### src/rtl/fpio_xmit_fifo.sv
// fpio_xmit_fifo: register-programmed FIFO-buffered parallel transmitter.
// Optional underrun detection: define FPIO_XMIT_UNDERRUN_EN.
module fpio_xmit_fifo #(
  parameter int DATA_WIDTH = 4,
  parameter int FIFO_DEPTH = 8,
  parameter int DIV_WIDTH  = 16
) (
  input  logic                  clk,
  input  logic                  rst,
  input  logic [2:0]            addr,
  input  logic                  write_en,
  input  logic                  read_en,
  input  logic [31:0]           wdata,
  output logic [31:0]           rdata,
  output logic [DATA_WIDTH-1:0] dat_o,
  output logic                  dat_strb_o,
  output logic                  irq
);

  localparam int PW = $clog2(FIFO_DEPTH);

  logic [DATA_WIDTH-1:0] mem [FIFO_DEPTH];
  logic [PW:0]           wr_ptr;
  logic [PW:0]           rd_ptr;
  logic [PW:0]           count;
  logic [7:0]            level;
  logic                  empty;
  logic                  full;

  logic                  en_q;
  logic                  irq_en_q;
  logic [DIV_WIDTH-1:0]  div_q;
  logic [DIV_WIDTH-1:0]  cnt_q;
  logic [7:0]            thresh_q;
  logic                  ovf_q;
  logic                  udr_q;

  logic                  wr_ctrl;
  logic                  wr_div;
  logic                  wr_stat;
  logic                  wr_thr;
  logic                  push_req;
  logic                  flush;
  logic                  tick;
  logic                  pop;
  logic                  push;
  logic [31:0]           rd_mux;
  logic                  unused_wdata;

  assign unused_wdata = &{1'b0, wdata};

  assign count = wr_ptr - rd_ptr;
  assign level = 8'(count);
  assign empty = (wr_ptr == rd_ptr);
  assign full  = (wr_ptr[PW] != rd_ptr[PW]) &&
                 (wr_ptr[PW-1:0] == rd_ptr[PW-1:0]);

  assign wr_ctrl  = write_en && (addr == 3'd0);
  assign wr_div   = write_en && (addr == 3'd1);
  assign wr_stat  = write_en && (addr == 3'd2);
  assign wr_thr   = write_en && (addr == 3'd3);
  assign push_req = write_en && (addr == 3'd4);

  assign flush = wr_ctrl && wdata[1];
  assign tick  = en_q && (cnt_q == '0);
  // flush beats a same-cycle pop; a pop frees room for a push when full
  assign pop   = tick && !empty && !flush;
  assign push  = push_req && (!full || pop);

  // control registers
  always_ff @(posedge clk) begin
    if (rst) begin
      en_q     <= 1'b0;
      irq_en_q <= 1'b0;
      div_q    <= '0;
      thresh_q <= '0;
    end else begin
      if (wr_ctrl) begin
        en_q     <= wdata[0];
        irq_en_q <= wdata[2];
      end
      if (wr_div) div_q <= wdata[DIV_WIDTH-1:0];
      if (wr_thr) thresh_q <= wdata[7:0];
    end
  end

  // bit-rate divisor: parked at DIV while idle, reloads after each tick
  always_ff @(posedge clk) begin
    if (rst) cnt_q <= '0;
    else if (!en_q || cnt_q == '0) cnt_q <= div_q;
    else cnt_q <= cnt_q - 1'b1;
  end

  // FIFO storage
  always_ff @(posedge clk) begin
    if (push) mem[wr_ptr[PW-1:0]] <= wdata[DATA_WIDTH-1:0];
  end

  // FIFO pointers
  always_ff @(posedge clk) begin
    if (rst) begin
      wr_ptr <= '0;
      rd_ptr <= '0;
    end else if (flush) begin
      rd_ptr <= wr_ptr;
    end else begin
      if (push) wr_ptr <= wr_ptr + 1'b1;
      if (pop)  rd_ptr <= rd_ptr + 1'b1;
    end
  end

  // output word and strobe
  always_ff @(posedge clk) begin
    if (rst) begin
      dat_o      <= '0;
      dat_strb_o <= 1'b0;
    end else begin
      dat_strb_o <= pop;
      if (pop) dat_o <= mem[rd_ptr[PW-1:0]];
    end
  end

  // sticky overflow, write-1-clear
  always_ff @(posedge clk) begin
    if (rst) ovf_q <= 1'b0;
    else if (push_req && full && !pop) ovf_q <= 1'b1;
    else if (wr_stat && wdata[10]) ovf_q <= 1'b0;
  end

`ifdef FPIO_XMIT_UNDERRUN_EN
  // sticky underrun, write-1-clear; a new underrun wins over the clear
  always_ff @(posedge clk) begin
    if (rst) udr_q <= 1'b0;
    else if (tick && empty) udr_q <= 1'b1;
    else if (wr_stat && wdata[11]) udr_q <= 1'b0;
  end
`else
  assign udr_q = 1'b0;
`endif

  // read mux
  always_comb begin
    rd_mux = '0;
    case (addr)
      3'd0: rd_mux[2:0] = {irq_en_q, 1'b0, en_q};
      3'd1: rd_mux[DIV_WIDTH-1:0] = div_q;
      3'd2: rd_mux[11:0] = {udr_q, ovf_q, full, empty, level};
      3'd3: rd_mux[7:0] = thresh_q;
      default: rd_mux = '0;
    endcase
  end

  // registered read data, held between reads
  always_ff @(posedge clk) begin
    if (rst) rdata <= '0;
    else if (read_en) rdata <= rd_mux;
  end

  // level interrupt
  always_ff @(posedge clk) begin
    if (rst) irq <= 1'b0;
    else irq <= irq_en_q && ((level <= thresh_q) || ovf_q || udr_q);
  end

endmodule

### config.mk
export PLATFORM = sky130hd
export DESIGN_NAME = fpio_xmit_fifo
export DESIGN_NICKNAME = d
export VERILOG_FILES = /design/src/rtl/fpio_xmit_fifo.sv
export SDC_FILE = /design/constraint.sdc
export NUM_CORES = 1
export LEC_CHECK = 0
export ABC_AREA = 1
export BUFFER_PORTS_ARGS = -buffer_cell sky130_fd_sc_hd__buf_2
export CAP_MARGIN = 5
export CORE_MARGIN = 5
export CORE_UTILIZATION = 33
export DETAILED_ROUTE_END_ITERATION = 8
export GPL_TIMING_DRIVEN = 1
export PLACE_DENSITY = 0.63
export SKIP_CTS_REPAIR_TIMING = 1
export SYNTH_ARGS = -nofsm -noshare
export SYNTH_HDL_FRONTEND = slang
export SYNTH_SLANG_ARGS = --single-unit
### constraint.sdc
create_clock -name clk -period 3.44 [get_ports clk]
set_input_delay 0.172 -clock clk [delete_from_list [all_inputs] [get_ports clk]]
set_output_delay 0.172 -clock clk [all_outputs]
set_load 0.05 [all_outputs]
---- Yosys cells after proc, flatten, opt, wreduce, memory -nomap -nowiden ----
Memory sizes are Yosys's and may differ from the RTL's. A register that Yosys moved wholly into a read port is not among the register bits.
Index checks and enable logic that the tools add are counted.
storage, ports and cells
  bits in registers ....................... 69
  RAM bits ................................ 32
  logic and storage cells ................. 64
  memories kept ........................... 1
  bits of input ports ..................... 39
  output and inout bits ................... 38
operators by class
  magnitude comparators ................... 1
  reductions and logical operators ........ 28
  add/sub/neg operators ................... 4
  bitwise gates (word level) .............. 1
  multiplexer cells ....................... 11
  equality and inequality tests ........... 7
memories
  memory  depth  width  read ports  clocked after Yosys merged registers in  wr ports  line  source
  mem     8      4      1           1                                        1         22    logic [DATA_WIDTH-1:0] mem [FIFO_DEPTH];
operators by type and width
  cell                                                                   number
  16-bit logical NOT                                                     1
  16-bit two-way mux                                                     1
  16-bit by 1-bit subtractor with 16-bit output, second input constant   1
  1-bit logical AND                                                      15
  5-bit one-hot mux with 3 select lines                                  1
  4-bit two-way mux                                                      3
  3-bit one-hot mux with 4 select lines                                  1
  4-bit by 1-bit adder with 4-bit output, second input constant          2
  4-bit by 8-bit <= comparator with 1-bit output                         1
  4-bit one-hot mux with 2 select lines                                  1
  3-bit by 2-bit equality test with 1-bit output, second input constant  2
  1-bit logical NOT                                                      5
  4-bit equality test                                                    1
  1-bit two-way mux                                                      4
  2-bit nonzero test                                                     2
  4-bit subtractor                                                       1
  3-bit by 1-bit equality test with 1-bit output, second input constant  1
  3-bit equality test                                                    1
  3-bit equality test, second input constant                             1
  3-bit logical NOT                                                      1
  1-bit logical OR                                                       3
  2-bit AND reduction                                                    1
  1-bit inequality test                                                  1
  1-bit NOT                                                              1

---- Logic depth before layout (Yosys ltp) ----
  depth in word-level cells ............... 9
  depth in mapped cells ................... 12
  depth with buffers taken out ............ 12

---- Worst setup path before layout ----
Ideal clock, no wire load.
  kind .................................... flip-flop to flip-flop
  start point ............................. register rd_ptr[2]
  end point ............................... memory mem[2][0] (enable)
  slack ................................... 1.070 ns
  required time ........................... 3.079 ns
  cell stages (with the launch flop) ...... 11
  buffers on the path ..................... 1
  arrival time ............................ 2.009 ns
  library setup time ...................... 0.361 ns
  clock period less this slack ............ 2.370 ns
  cells stage by stage .................... dfxtp_1 > clkbuf_1 > inv_1 > ha_1 > nand2_1 > nor2_1 > a21oi_2 > nand3_4 > nand2_4 > nand2_4 > nor3_1
between the ends
  word-level cells in the longest chain between the ends .. 8
  elaborated cells between the ends (all ways) .. 11
  those cells by class .................... 2 x eq/ne; 2 x mux; 7 x reduce/logical
RTL lines
  item                                       line  source
  start, declared                            24    logic [PW:0] rd_ptr;
  start signal, assigned                     105   rd_ptr <= wr_ptr;
  start signal, assigned                     108   if (pop) rd_ptr <= rd_ptr + 1'b1;
  4-bit equality test                        54    assign empty = (wr_ptr == rd_ptr);
  1-bit logical NOT                          67    assign pop = tick && !empty && !flush;
  1-bit logical AND (2 in a row)             67
  1-bit logical OR *                         68    assign push = push_req && (!full || pop);
  1-bit logical AND *                        68
  1-bit two-way mux *                        96    if (push) mem[wr_ptr[PW-1:0]] <= wdata[DATA_WIDTH-1:0];
  1-bit two-way mux (not written as such) *  96
  end, declared                              22
Mark *: on every way between the ends. The rest lies on a longest branch, timed or not.

---- Worst setup path in the final report ----
  start point ............................. register rd_ptr[1]
  end point ............................... memory mem[4][3] (enable)
Same word-level chain as after synthesis.

==> reports/qor.csv <==
metric;value;unit
outcome;complete, no violations;
synth-xor-area-share;0.0231;
clock_latency;0.35;ns
cts_sinks;105;
end_kind;register;
multi_input_area;2120;um^2
synthAdderAreaFrac;0.0320;
yosysUniqueCellTypes;38;
whs;0.0893;ns
crit_path_start_kind;register;
tightest_slew;0.985;ns
rows;44;
cts_htree_levels;3;
antenna_found_initial;0;
hold_viol_final;0;
antenna_left;0;
instances_no_fill;812;
fin_util;0.379;
synth-seq-cells;105;
critPathKind;register to register;
cpMostUsedCell;nand2_4;
tns;0;ns
synth_edf_count;32;
finalCritPeriodShare;0.768;
clkPwrFrac;0.397;
grt_max_degree;41;
crit_arrival;2.63;ns
power_leakage;2.18;nW
ys_warn_count;0;
place_congestion;0.816;
die_x;132;um
vias_per_cell;4.88;
ir_drop;281;uV
place_hpwl;8260;um
cp_cell_sequence;buf_4, inv_1, ha_1, nand2_1, nor2_1, a21oi_2, nand3_4, nand2_4, nand2_4, nor3_1;
p_switching;0.683;mW
area_delta_synth_final;12.2;%
die_y;132;um
core_area;14600;um^2
fmax;379;MHz
wire_per_inst;14.3;um
num_io_pins;77;
switching_share;0.261;
grt_overflow_total;0;
seq_power_share;0.499;
power.internal;1.94;mW
synth_mux_area_frac;0;
drv_cap;0;
clk_path_buf_depth;2;
synth_top_family_by_area;simple AND/OR/NAND/NOR gates;
synth_area;4930;um^2
place_ws;0.792;ns
seq_area;2420;um^2
path_max_fanout;12;
slew_violations;0;
setup_viol;0;
syn-instance-count;590;
hp-class;input port to register;
drive_above_1_share;0.150;
clkTransAtPathRegs;0.07;ns
vias;3959;
cts_tree;yes;
slew_headroom;0.343;
start_util;0.338;
async_flop_share;0;
diodes;0;
p_per_area;473;nW/um^2
io_buffers;44;
combPwrFrac;0.104;
syn-mean-instance-area;8.36;um^2
yosys_most_used_dff;dfxtp_1;
skew;0.00651;ns
grt_pass1_vias;3685;
fill_cells;1513;
rsz0062_at_grt;false;
setup_slack;0.799;ns
synth_compound_area_frac;0.165;
cts_root_buf;clkbuf_16;
cp.required;3.43;ns
firstDrtPassIters;4;
post-route-min-period;2.64;ns
grt_pass1_wl;18800;um
synthSimpleGateAreaFrac;0.198;
nets;674;
crit_path_top_delay_cell;nor3_1;
track_usage;0.132;
cts_buffers;9;
critPathMaxStageDelay;0.44;ns
drt-initial-drc-count;204;
placed_cells;796;
dieArea;17500;um^2
drc;0;
ys_seq_area_frac;0.491;
drt-total-wl;11600;um
## state kept, by name (all words and copies together), names as in the netlist, 4 cells and up
name	count
div_q	16
rd_ptr	4
mem	32
thresh_q	8
wr_ptr	4
cnt_q	16
rdata	16
dat_o	4
## layout by cell type, fill, tap and decap left out, types with 2 or more instances in the layout
cell         n
ha_1        11
inv_6        3
edfxtp_1    32
o21ai_0     64
inv_2        9
dfxtp_1     73
buf_4        2
buf_2       44
nor3_1       6
nand4_1      2
inv_1       52
a31oi_1     10
nand2_2      8
nand2_1     89
clkbuf_16    9
clkinvlp_2   2
o22ai_1     15
nor2_1      48
a21oi_1     57
nand2_4      3
nor2_4       4
xor2_1      11
nor2_2       2
xnor2_1      2
conb_1      16
nand3_1     39
## worst paths after layout
path / start / end / slack [ns] / cells past startpoint
worst max-delay path: rd_ptr[1]$_SDFFE_PP0P_ / mem[4][3]$_DFFE_PP_ / 0.80 / 10
worst min-delay path: wdata[14] / div_q[14]$_SDFFE_PP0P_ / 0.09 / 3
worst max register to register: rd_ptr[1]$_SDFFE_PP0P_ / mem[4][3]$_DFFE_PP_ / 0.80 / 10
worst min register to register: rdata[5]$_SDFFE_PP0P_ / rdata[5]$_SDFFE_PP0P_ / 0.47 / 2
## cells by family after synthesis
kind of cell	count (synthesis)
flops	105
xor+xnor	13
buf+inv	100
other cells	1
simple gates	207
fa+ha+maj	12
compound gates	152
## layout make-up
class                           count  area share
Timing Repair Buffer               46      0.0425
Clock inverter                      7      0.0136
Multi-Input combinational cell    400       0.383
Sequential cell                   105       0.438
Clock buffer                        9      0.0407
Inverter                           61      0.0414
Tap cell                          184      0.0416
## synth_stat cells (2+ instances only)
cell type / number / area [um^2]
nand2_2: 8 / 50.1
nor2_2: 2 / 12.5
nor2_4: 4 / 45.0
a31oi_1: 10 / 62.6
xnor2_1: 2 / 17.5
nand3_1: 39 / 195
inv_1: 52 / 195
nand4_1: 2 / 12.5
ha_1: 11 / 138
inv_2: 9 / 33.8
nand2_1: 89 / 334
buf_4: 17 / 128
dfxtp_1: 73 / 1460
xor2_1: 11 / 96.3
o21ai_0: 64 / 320
buf_2: 8 / 40.0
nand2_4: 3 / 33.8
a21oi_1: 57 / 285
clkbuf_1: 12 / 45.0
o22ai_1: 15 / 93.8
nor2_1: 48 / 180
edfxtp_1: 32 / 961
buf_1: 2 / 7.51
nor3_1: 6 / 30.0
## routing by layer
metal / global-route usage / wire [um] / vias up / part of all wire
met2: 0.213 / 5470 / 87 / 0.47
met1: 0.179 / 5420 / 1826 / 0.47
met5: 0 / 0 / - / 0
met3: 0.0225 / 468 / 14 / 0.040
li1: - / - / 2032 / -
met4: 0.0481 / 220 / 0 / 0.019
## stage by stage
stage,cell area (um^2),power (mW)
4_1_cts,5540,2.65
6_report,5540,2.62
3_3_place_gp,5240,1.61
2_1_floorplan,4990,1.56
3_5_place_dp,5240,1.61
5_1_grt,5540,2.73
## worst max-delay path: cells and delay by family (launching register included)
| kind | cells | cell delay [ns] |
|---|---|---|
| AND/OR/NAND/NOR | 6 | 1.02 |
| AO/OA/AOI/OAI | 1 | 0.24 |
| flip-flops | 1 | 0.30 |
| adder cells (fa/ha/maj) | 1 | 0.31 |
| buffers and inverters | 2 | 0.41 |
## power groups by stage
| stage | registers (mW) | clock network [mW] | logic, mW |
|---|---|---|---|
| CTS | 1.31 | 1.07 | 0.274 |
| floorplan | 1.34 | 0 | 0.212 |
| global placement | 1.33 | 0 | 0.271 |
| detailed placement | 1.34 | 0 | 0.272 |
| finish | 1.31 | 1.04 | 0.272 |
| global route | 1.31 | 1.11 | 0.304 |
No activity file was read; power rests on OpenSTA's default activity.
